`src/rtl/mips_debug_frame_sender_pkg.sv`:
```
// Shared constants for the MIPS-side debug frame path.
// Holds the request-select codes and the frame width, so that the
// MicroBlaze-side interface and this sender decode the same values.
// Also holds the sender FSM state type and the source-kind type.
package mips_debug_frame_sender_pkg;

  localparam int DEBUG_NB_FRAME  = 32;
  localparam int DEBUG_NB_SELECT = 6;

  // Request-select codes. 0 means idle, 0x01..0x1F address a register.
  localparam logic [5:0] SEL_IDLE        = 6'h00;
  localparam logic [5:0] SEL_REG_LAST    = 6'h1F;
  localparam logic [5:0] SEL_MEM_DATA    = 6'h20;
  localparam logic [5:0] SEL_MEM_INSTR   = 6'h21;
  localparam logic [5:0] SEL_PC          = 6'h22;
  localparam logic [5:0] SEL_FETCH_DATA  = 6'h24;
  localparam logic [5:0] SEL_FETCH_CTRL  = 6'h25;
  localparam logic [5:0] SEL_DECO_DATA   = 6'h26;
  localparam logic [5:0] SEL_DECO_CTRL   = 6'h27;
  localparam logic [5:0] SEL_EXEC_DATA   = 6'h28;
  localparam logic [5:0] SEL_EXEC_CTRL   = 6'h29;
  localparam logic [5:0] SEL_MEM_L_DATA  = 6'h2A;
  localparam logic [5:0] SEL_MEM_L_CTRL  = 6'h2B;

  typedef enum logic {
    ST_IDLE = 1'b0,
    ST_SEND = 1'b1
  } state_t;

  // Where the frames of the current burst come from.
  typedef enum logic [1:0] {
    SRC_BUFFER    = 2'd0,
    SRC_MEM_DATA  = 2'd1,
    SRC_MEM_INSTR = 2'd2
  } src_kind_t;

  function automatic logic is_reg_select(input logic [5:0] sel);
    return (sel != SEL_IDLE) && (sel <= SEL_REG_LAST);
  endfunction

endpackage

```
`src/rtl/mips_debug_frame_sender_if.sv`:
```
// Frame bus from the MIPS debug sender to the MicroBlaze debug interface.
// Handshake: there is no back-pressure. Every cycle with frame_valid = 1
// carries one frame that the receiver must take; eod marks the last frame
// of a burst in the same cycle; busy is high for the whole burst; frame is
// zero whenever frame_valid is low.
//   master: sender drives frame, frame_valid, eod, busy
//   slave : receiver observes them
interface mips_debug_frame_sender_if
  import mips_debug_frame_sender_pkg::*;
#(
  parameter int NB_FRAME = DEBUG_NB_FRAME
);
  logic [NB_FRAME-1:0] frame;
  logic                frame_valid;
  logic                eod;
  logic                busy;

  modport master (output frame, frame_valid, eod, busy);
  modport slave  (input  frame, frame_valid, eod, busy);
endinterface

```
`src/rtl/mips_debug_frame_sender_shifter.sv`:
```
// debug_frame_shifter: loadable MSB-first shift buffer.
// Loads NB_DATA bits plus a "frames left" count; each shift moves the buffer
// left by one frame and counts down. o_word is always the top frame of the
// buffer, o_last is high while the count is zero.
// Ports:
//   i_clock, i_reset  clock, synchronous active-high reset
//   i_load            load i_load_data / i_load_count (wins over i_shift)
//   i_shift           advance one frame
//   o_word            top NB_FRAME bits of the buffer
//   o_last            frames-left counter is zero
module debug_frame_shifter #(
  parameter int NB_DATA  = 96,
  parameter int NB_FRAME = 32,
  localparam int NB_COUNT = $clog2(NB_DATA / NB_FRAME) + 1
) (
  input  logic                i_clock,
  input  logic                i_reset,
  input  logic                i_load,
  input  logic [NB_DATA-1:0]  i_load_data,
  input  logic [NB_COUNT-1:0] i_load_count,
  input  logic                i_shift,
  output logic [NB_FRAME-1:0] o_word,
  output logic                o_last
);

  logic [NB_DATA-1:0]  buffer_q;
  logic [NB_COUNT-1:0] frames_left_q;

  always_ff @(posedge i_clock) begin
    if (i_reset) begin
      buffer_q      <= '0;
      frames_left_q <= '0;
    end else if (i_load) begin
      buffer_q      <= i_load_data;
      frames_left_q <= i_load_count;
    end else if (i_shift) begin
      buffer_q <= buffer_q << NB_FRAME;
      // Only loaded from IDLE, so the counter never needs to wrap.
      if (frames_left_q != '0) begin
        frames_left_q <= frames_left_q - 1'b1;
      end
    end
  end

  assign o_word = buffer_q[NB_DATA-1 -: NB_FRAME];
  assign o_last = (frames_left_q == '0);

endmodule

```
`src/rtl/mips_debug_frame_sender.sv`:
```
// mips_debug_frame_sender: MIPS-side responder of the debug data path.
// A one-cycle nonzero i_request_select snapshots the selected source and
// streams it as 32-bit frames on frame_bus, starting the next cycle, with
// eod on the last frame. Selects arriving during a burst are dropped.
// Ports:
//   i_clock, i_reset        clock, synchronous active-high reset
//   i_request_select        request code (0 = idle)
//   o_reg_addr              register-file debug address = select[4:0]
//   i_reg_data, i_pc        register-file data, PC
//   i_mem_data              data-memory read data (valid at T+1)
//   i_instr_mem_data        instruction-memory read data (valid at T+1)
//   i_*_data / i_*_ctrl     pipeline latch bundles (fetch/deco/exec/mem)
//   frame_bus               frame, frame_valid, eod, busy
//   o_debug_state           current FSM state
module mips_debug_frame_sender
  import mips_debug_frame_sender_pkg::*;
#(
  parameter int NB_FRAME      = DEBUG_NB_FRAME,
  parameter int NB_LATCH_DATA = 96,
  parameter int NB_LATCH_CTRL = 32,
  parameter int NB_SELECT     = DEBUG_NB_SELECT,
  parameter int NB_PC         = 32
) (
  input  logic                     i_clock,
  input  logic                     i_reset,
  input  logic [NB_SELECT-1:0]     i_request_select,
  output logic [4:0]               o_reg_addr,
  input  logic [31:0]              i_reg_data,
  input  logic [NB_PC-1:0]         i_pc,
  input  logic [31:0]              i_mem_data,
  input  logic [31:0]              i_instr_mem_data,
  input  logic [NB_LATCH_DATA-1:0] i_fetch_data,
  input  logic [NB_LATCH_DATA-1:0] i_deco_data,
  input  logic [NB_LATCH_DATA-1:0] i_exec_data,
  input  logic [NB_LATCH_DATA-1:0] i_mem_latch_data,
  input  logic [NB_LATCH_CTRL-1:0] i_fetch_ctrl,
  input  logic [NB_LATCH_CTRL-1:0] i_deco_ctrl,
  input  logic [NB_LATCH_CTRL-1:0] i_exec_ctrl,
  input  logic [NB_LATCH_CTRL-1:0] i_mem_latch_ctrl,
  mips_debug_frame_sender_if.master frame_bus,
  output state_t                   o_debug_state
);

  localparam int NB_COUNT     = $clog2(NB_LATCH_DATA / NB_FRAME) + 1;
  localparam int N_DATA_FRAME = NB_LATCH_DATA / NB_FRAME;

  state_t    state_q;
  src_kind_t kind_q;

  logic                     request;
  logic [NB_FRAME-1:0]      snap_word;
  logic [NB_LATCH_DATA-1:0] snap_buf;
  logic [NB_COUNT-1:0]      snap_count;
  logic                     snap_is_bundle;
  src_kind_t                snap_kind;
  logic                     load;
  logic                     shift;
  logic [NB_FRAME-1:0]      shift_word;
  logic                     shift_last;

  // Register file is addressed straight from the select so its data is
  // already valid in the request cycle.
  assign o_reg_addr = i_request_select[4:0];
  assign request    = (i_request_select != '0);

  // Build what gets loaded into the buffer. Single-frame sources are placed
  // in the top frame slot so the first (and only) frame out is that word.
  // Unknown codes fall through with an all-zero word.
  always_comb begin
    snap_word      = '0;
    snap_buf       = '0;
    snap_count     = '0;
    snap_is_bundle = 1'b0;
    snap_kind      = SRC_BUFFER;
    if (is_reg_select(i_request_select)) begin
      snap_word = NB_FRAME'(i_reg_data);
    end else begin
      case (i_request_select)
        SEL_MEM_DATA:   snap_kind = SRC_MEM_DATA;
        SEL_MEM_INSTR:  snap_kind = SRC_MEM_INSTR;
        SEL_PC:         snap_word = NB_FRAME'(i_pc);
        SEL_FETCH_DATA: begin snap_buf = i_fetch_data;     snap_is_bundle = 1'b1; end
        SEL_DECO_DATA:  begin snap_buf = i_deco_data;      snap_is_bundle = 1'b1; end
        SEL_EXEC_DATA:  begin snap_buf = i_exec_data;      snap_is_bundle = 1'b1; end
        SEL_MEM_L_DATA: begin snap_buf = i_mem_latch_data; snap_is_bundle = 1'b1; end
        SEL_FETCH_CTRL: snap_word = NB_FRAME'(i_fetch_ctrl);
        SEL_DECO_CTRL:  snap_word = NB_FRAME'(i_deco_ctrl);
        SEL_EXEC_CTRL:  snap_word = NB_FRAME'(i_exec_ctrl);
        SEL_MEM_L_CTRL: snap_word = NB_FRAME'(i_mem_latch_ctrl);
        default:        snap_word = '0;
      endcase
    end
    if (snap_is_bundle) begin
      snap_count = NB_COUNT'(N_DATA_FRAME - 1);
    end else begin
      snap_buf[NB_LATCH_DATA-1 -: NB_FRAME] = snap_word;
    end
  end

  // Requests are only accepted in IDLE; in SEND (including the eod cycle)
  // they are simply not looked at.
  assign load  = (state_q == ST_IDLE) && request;
  assign shift = (state_q == ST_SEND);

  debug_frame_shifter #(
    .NB_DATA  (NB_LATCH_DATA),
    .NB_FRAME (NB_FRAME)
  ) u_shifter (
    .i_clock      (i_clock),
    .i_reset      (i_reset),
    .i_load       (load),
    .i_load_data  (snap_buf),
    .i_load_count (snap_count),
    .i_shift      (shift),
    .o_word       (shift_word),
    .o_last       (shift_last)
  );

  always_ff @(posedge i_clock) begin
    if (i_reset) begin
      state_q <= ST_IDLE;
      kind_q  <= SRC_BUFFER;
    end else begin
      case (state_q)
        ST_IDLE: begin
          if (request) begin
            state_q <= ST_SEND;
            kind_q  <= snap_kind;
          end
        end
        ST_SEND: begin
          if (shift_last) begin
            state_q <= ST_IDLE;
          end
        end
        default: state_q <= ST_IDLE;
      endcase
    end
  end

  // Outputs decode registered state only, except the memory sources whose
  // read data arrives in the first SEND cycle and is passed straight out.
  always_comb begin
    frame_bus.frame = '0;
    if (state_q == ST_SEND) begin
      case (kind_q)
        SRC_MEM_DATA:  frame_bus.frame = NB_FRAME'(i_mem_data);
        SRC_MEM_INSTR: frame_bus.frame = NB_FRAME'(i_instr_mem_data);
        default:       frame_bus.frame = shift_word;
      endcase
    end
  end

  assign frame_bus.frame_valid = (state_q == ST_SEND);
  assign frame_bus.busy        = (state_q == ST_SEND);
  assign frame_bus.eod         = (state_q == ST_SEND) && shift_last;
  assign o_debug_state         = state_q;

endmodule

```
`src/flat_wrapper.sv`:
```
// flat-port wrapper written by rule: the top's interface ports become plain ports
module mips_debug_frame_sender_flat import mips_debug_frame_sender_pkg::*;
#(
  parameter int NB_FRAME      = DEBUG_NB_FRAME,
  parameter int NB_LATCH_DATA = 96,
  parameter int NB_LATCH_CTRL = 32,
  parameter int NB_SELECT     = DEBUG_NB_SELECT,
  parameter int NB_PC         = 32
)
  (i_clock, i_reset, i_request_select, o_reg_addr, i_reg_data, i_pc, i_mem_data, i_instr_mem_data, i_fetch_data, i_deco_data, i_exec_data, i_mem_latch_data, i_fetch_ctrl, i_deco_ctrl, i_exec_ctrl, i_mem_latch_ctrl, o_debug_state, frame_bus_frame, frame_bus_frame_valid, frame_bus_eod, frame_bus_busy);
  mips_debug_frame_sender_if #(.NB_FRAME(NB_FRAME)) frame_bus_i ();
  input  logic i_clock;
  input  logic i_reset;
  input  logic [NB_SELECT-1:0] i_request_select;
  output logic [4:0] o_reg_addr;
  input  logic [31:0] i_reg_data;
  input  logic [NB_PC-1:0] i_pc;
  input  logic [31:0] i_mem_data;
  input  logic [31:0] i_instr_mem_data;
  input  logic [NB_LATCH_DATA-1:0] i_fetch_data;
  input  logic [NB_LATCH_DATA-1:0] i_deco_data;
  input  logic [NB_LATCH_DATA-1:0] i_exec_data;
  input  logic [NB_LATCH_DATA-1:0] i_mem_latch_data;
  input  logic [NB_LATCH_CTRL-1:0] i_fetch_ctrl;
  input  logic [NB_LATCH_CTRL-1:0] i_deco_ctrl;
  input  logic [NB_LATCH_CTRL-1:0] i_exec_ctrl;
  input  logic [NB_LATCH_CTRL-1:0] i_mem_latch_ctrl;
  output state_t o_debug_state;
  output wire logic [$bits(frame_bus_i.frame)-1:0] frame_bus_frame;
  output wire logic [$bits(frame_bus_i.frame_valid)-1:0] frame_bus_frame_valid;
  output wire logic [$bits(frame_bus_i.eod)-1:0] frame_bus_eod;
  output wire logic [$bits(frame_bus_i.busy)-1:0] frame_bus_busy;
  assign frame_bus_frame = frame_bus_i.frame;
  assign frame_bus_frame_valid = frame_bus_i.frame_valid;
  assign frame_bus_eod = frame_bus_i.eod;
  assign frame_bus_busy = frame_bus_i.busy;
  mips_debug_frame_sender #(.NB_FRAME(NB_FRAME), .NB_LATCH_DATA(NB_LATCH_DATA), .NB_LATCH_CTRL(NB_LATCH_CTRL), .NB_SELECT(NB_SELECT), .NB_PC(NB_PC)) u_core (.i_clock(i_clock), .i_reset(i_reset), .i_request_select(i_request_select), .o_reg_addr(o_reg_addr), .i_reg_data(i_reg_data), .i_pc(i_pc), .i_mem_data(i_mem_data), .i_instr_mem_data(i_instr_mem_data), .i_fetch_data(i_fetch_data), .i_deco_data(i_deco_data), .i_exec_data(i_exec_data), .i_mem_latch_data(i_mem_latch_data), .i_fetch_ctrl(i_fetch_ctrl), .i_deco_ctrl(i_deco_ctrl), .i_exec_ctrl(i_exec_ctrl), .i_mem_latch_ctrl(i_mem_latch_ctrl), .frame_bus(frame_bus_i), .o_debug_state(o_debug_state));
endmodule
```
`config.mk`:
```
export PLATFORM = sky130hd
export DESIGN_NAME = mips_debug_frame_sender_flat
export DESIGN_NICKNAME = d
export VERILOG_FILES = /design/src/rtl/mips_debug_frame_sender_pkg.sv /design/src/rtl/mips_debug_frame_sender_if.sv /design/src/rtl/mips_debug_frame_sender_shifter.sv /design/src/rtl/mips_debug_frame_sender.sv /design/src/flat_wrapper.sv
export SDC_FILE = /design/constraint.sdc
export NUM_CORES = 1
export LEC_CHECK = 0
export CORE_AREA = 4 4 263 265
export CTS_BUF_LIST = sky130_fd_sc_hd__clkbuf_16
export CTS_CLUSTER_SIZE = 25
export DETAILED_ROUTE_END_ITERATION = 10
export DIE_AREA = 0 0 267 269
export GPL_TIMING_DRIVEN = 0
export PLACE_DENSITY = 0.46
export SYNTH_ARGS = -nofsm -noshare
export SYNTH_HDL_FRONTEND = slang
export SYNTH_SLANG_ARGS = --single-unit
```
`constraint.sdc`:
```
create_clock -name i_clock -period 2.9 [get_ports i_clock]
set_clock_uncertainty 0.1 [all_clocks]
set_input_delay 0.58 -clock i_clock [delete_from_list [all_inputs] [get_ports i_clock]]
set_output_delay 0.58 -clock i_clock [all_outputs]
set_load 0.05 [all_outputs]
```
# == Word-level counts from Yosys, hierarchy flattened ==
# Index checks and enable logic that the tools add are counted.
# op_classes
eq_ne,13
addsub,1
n_lt_le_gt_ge,1
mux,20
n_bitwise,1
reduce_logical,11
# op_table
cell,n
96-bit one-hot mux with 4 select lines,1
96-bit two-way mux,3
32-bit one-hot mux with 5 select lines,1
32-bit two-way mux,3
"6-bit equality test, second input constant",11
32-bit one-hot mux with 2 select lines,1
3-bit two-way mux,3
"6-bit by 5-bit <= comparator with 1-bit output, second input constant",1
6-bit nonzero test,1
1-bit two-way mux,4
2-bit two-way mux,2
2-bit one-hot mux with 2 select lines,1
2-bit AND reduction,2
2-bit nonzero test,2
4-bit OR reduction,1
1-bit logical AND,3
3-bit zero test,1
3-bit nonzero test,1
"3-bit by 1-bit subtractor with 3-bit output, second input constant",1
"2-bit by 1-bit equality test with 1-bit output, second input constant",1
"2-bit equality test, second input constant",1
1-bit one-hot mux with 2 select lines,1
1-bit NOT,1
# word_totals
inputBits,648
out_inout_bits,41
ff_bits,102

# == Depth between registers and ports, before layout ==
# depth
ltp_word,6
ltp_mapped,9

# == By module ==
# Synthesis repeated with hierarchy kept, for this count alone.
# hier_totals
cells_unflattened,1189
hier_area_um2,9108.7
# modules_own_cells
module,cells_per_inst,area_each_um2,n_inst
debug_frame_shifter,476,4697.0,1
mips_debug_frame_sender,713,4411.7,1

# == Worst setup path before layout ==
# Ideal clock, no wire load.
# synth_path
path_type,reg2out
from,reg u_core.state_q (netlist: u_core.frame_bus.busy)
to,out frame_bus_frame[21]
arrival_time_ns,2.445
setup_slack_ns,-0.225
path_stages_with_launch,4
path_buffers,1
required_time_ns,2.220
path_cell_list,dfxtp_1 clkinv_1 clkbuf_1 a211oi_1
# synth_via
elab_chain_len,1
# synth_rtl
item,line,rtl
from (decl),mips_debug_frame_sender.sv:47,state_t state_q;
from (signal assigned),mips_debug_frame_sender.sv:121,state_q <= ST_IDLE;
from (signal assigned),mips_debug_frame_sender.sv:127,state_q <= ST_SEND;
from (signal assigned),mips_debug_frame_sender.sv:133,state_q <= ST_IDLE;
32-bit two-way mux,mips_debug_frame_sender.sv:145,if (state_q == ST_SEND) begin
to (decl),flat_wrapper.sv:29,output wire logic [$bits(frame_bus_i.frame)-1:0] frame_bus_frame;
# No other way between the ends.

# == Worst setup path in the final report ==
# layout_path
from,in i_request_select[5]
to,reg u_core.u_shifter.buffer_q[87]
# layout_via
elab_chain_len,6
elab_cells_between_ends,23
# layout_rtl
item,line,rtl
from (decl),flat_wrapper.sv:14,input logic [NB_SELECT-1:0] i_request_select;
branches (longest 6 deep; another with 6-bit by 5-bit <= comparator with 1-bit output),--,
to (signal assigned),mips_debug_frame_sender_shifter.sv:34,buffer_q <= i_load_data;
to (signal assigned),mips_debug_frame_sender_shifter.sv:37,buffer_q <= buffer_q << NB_FRAME;
to (decl),mips_debug_frame_sender_shifter.sv:26,logic [NB_DATA-1:0] buffer_q;
# Several ways; the timed one is not identified.
# A chain may end at the register's enable or synchronous reset.

==> impl_metrics.py <==
metrics = {
    "drt": {
        "antenna_left": 0,
        "routedWlPerCell_um": 30.9,
        "detail_route.drc_violations": 0,
        "num_vias": 12900,
        "wirelength_um": 84600,
        "first_pass_iters": 5,
        "avgViaCountPerCell": 4.73,
        "first_iter_violations": 790,
    },
    "final_layout": {
        "layout.nets": 2498,
        "final_core_util": 0.260,
        "most-common-layout-cells": "clkdlybuf4s50_1, a22o_1, a21oi_1",
        "final_common_cell": "clkdlybuf4s50_1",
        "drive_above_1_share": 0.124,
        "syn_to_final_growth_pct": 99.0,
        "stdcell_count": 2736,
    },
    "floorplanning": {
        "num_io_pins": 689,
        "chipWidth_um": 267,
        "die_area_um2": 71800,
        "die_y_um": 269,
        "rows": 95,
        "core_area_um2": 66800,
        "start_util": 0.131,
    },
    "clock_tree": {
        "clock-sinks": 102,
        "cts_inserted_buffers": 9,
        "clkTransAtPathRegs_ns": 0.08,
        "htreeDepth": 3,
        "cts_hold_buf": 0,
        "clk_latency_ns": 0.38,
        "clockRootBuffer": "clkbuf_16",
        "tritoncts": "yes",
        "clock_path_buffers": 2,
    },
    "setup_path": {
        "startpoint_type": "input port",
        "worstSetupPathType": "input port to flip-flop",
        "reg2reg_from": "u_core.frame_bus.busy",
        "r2r_slack_ns": 0.29,
        "cp_max_fo": 10,
        "worst_setup_path_end_kind": "flip-flop",
        "crit_start": "i_request_select[5]",
        "arrival_ns": 3.04,
        "cp.required_ns": 3.09,
        "endpoint": "u_core.u_shifter.buffer_q[87]",
        "reg2reg_depth": 4,
        "r2r_end": "u_core.u_shifter.buffer_q[91]",
    },
    "placement": {
        "detailed_place_hpwl_um": 70400,
        "dp_cells": 2706,
        "place_congestion": 0.860,
        "io_buffers": 685,
    },
    "run_status": {
        "status": "completed",
    },
    "synthesis": {
        "seq_area_frac_synth": 0.234,
        "syn-instance-count": 1146,
        "synth-main-ff-cell": "dfxtp_1",
        "synth.avg_cell_area_um2": 7.62,
        "yosysUniqueCellTypes": 58,
        "yosysWarnings": 0,
        "synth-edff-count": 0,
        "ys_ff_latch": 102,
        "async_flop_share": 0,
        "syn_nets": 1798,
        "syn-cell-area_um2": 8730,
    },
    "hold_path": {
        "worstHoldPathType": "flip-flop to flip-flop",
    },
    "sta": {
        "drv_slew": 0,
        "period_needed_ns": 2.85,
        "max-slew-margin-rel": 0.216,
        "fmax_mhz": 351,
        "tightest_slew_ns": 1.17,
        "rsz0062_at_grt": "true",
        "setup_viol": 0,
        "hold_violations": 0,
        "fin_crit_sh": 0.982,
    },
    "grt": {
        "grt_pass1_vias": 13700,
        "antenna_found_initial": 13,
        "track_usage": 0.222,
        "grt_pass1_wl_um": 111000,
        "grt_max_degree": 21,
        "gr-total-overflow": 0,
    },
    "power_and_ir_drop": {
        "p_per_area_nw_per_um2": 289,
        "ir_drop_v": 0.000284,
        "leakagePower_nw": 6.12,
    },
    "job": {
        "drv_cap": 0,
    },
}
==> stage by stage <==
stage	hold slack [ns]	setup WS (ns)	power, mW	setup TNS (ns)	instance area, um^2
after floorplan	0.336	0.0369	2.21	0	8740
after global placement	0.350	-1.72	3.61	-111.26	16700
after detailed placement	0.349	-1.45	3.63	-113.36	16700
after CTS	0.361	0.00591	5.07	0	17400
after global routing	0.376	-0.0109	5.20	-0.0209	17400
final	0.356	0.0510	5.02	0	17400
==> layout make-up <==
| type | instances | area [um^2] |
|---|---|---|
| fill | 7251 | 49400 |
| antenna | 12 | 30.0 |
| clock inverter | 7 | 100 |
| tap | 873 | 1090 |
| clock buffer | 9 | 225 |
| inverter | 37 | 140 |
| timing repair buffer | 690 | 6750 |
| buffer | 137 | 821 |
| multi-input combinational | 869 | 6170 |
| sequential | 102 | 2050 |
==> registers in the layout, indices dropped and copies added, names as in the netlist <==
signal,cells
u_core.u_shifter.frames_left_q,3
u_core.kind_q,2
u_core.u_shifter.buffer_q,96
u_core.frame_bus.busy,1
==> cell families (layout without fill, tap and decap cells) <==
kind of cell             count (synthesis)  after routing  synth area share
adder cells (fa/ha/maj)                  4              4           0.00573
XOR/XNOR                                 1              1           0.00100
AND/OR/NAND/NOR                        234            234             0.138
buffers and inverters                  175            880            0.0897
other                                    0             12                 0
AO/OA/AOI/OAI                          578            578             0.470
multiplexers                            52             52            0.0616
flip-flops                             102            102             0.234
==> how the worst min path moves through the flow <==
stage / start / end / depth (start not counted)
after floorplan: u_core.u_shifter.buffer_q[0] / u_core.u_shifter.buffer_q[0] / 2
after global placement: u_core.u_shifter.buffer_q[5] / u_core.u_shifter.buffer_q[5] / 2
after detailed placement: u_core.u_shifter.buffer_q[4] / u_core.u_shifter.buffer_q[4] / 2
after CTS: u_core.u_shifter.buffer_q[4] / u_core.u_shifter.buffer_q[4] / 2
after global routing: u_core.u_shifter.buffer_q[0] / u_core.u_shifter.buffer_q[32] / 2
final: u_core.u_shifter.buffer_q[4] / u_core.u_shifter.buffer_q[4] / 2
==> timing repair <==
action	CTS	global route
cloned	0	0
setup endpoints to repair	131	89
setup buffers	3	0
pin swaps	3	2
gates resized for setup	257	76
==> critical path, cell delays in order <==
cell	delay (ns)
clkdlybuf4s50_1	0.51
buf_4	0.22
and4bb_2	0.32
and2_1	0.15
buf_4	0.24
buf_6	0.22
buf_8	0.23
a22oi_1	0.13
a31oi_2	0.28
o2bb2ai_1	0.14
==> per-layer routing <==
metal  GRT usage  wire (um)  vias up
met5           0         13        -
met4      0.0604       2370        2
met3      0.0347       5100       84
met2       0.409      42500      652
met1       0.267      34600     6305
li1            -          -     5891
==> power by group <==
part	switching, mW	internal (mW)
Clock	0.693	0.701
Sequential	0.0932	1.48
Combinational	0.943	1.10
==> cell usage after synthesis, types with 19 or more instances <==
cell type	n	area, um^2
mux2i_1	38	380
nor2_1	75	282
a22o_1	133	1160
a22oi_1	78	586
clkbuf_1	67	251
a21oi_1	128	641
dfxtp_1	102	2040
o22ai_1	19	119
and2_1	21	131
nand2_1	54	203
buf_2	43	215
a221oi_1	50	438
inv_1	36	135
a31oi_1	21	131
o21ai_0	85	425
and3_1	41	257
Note: power is estimated with default switching activity, not from simulation.
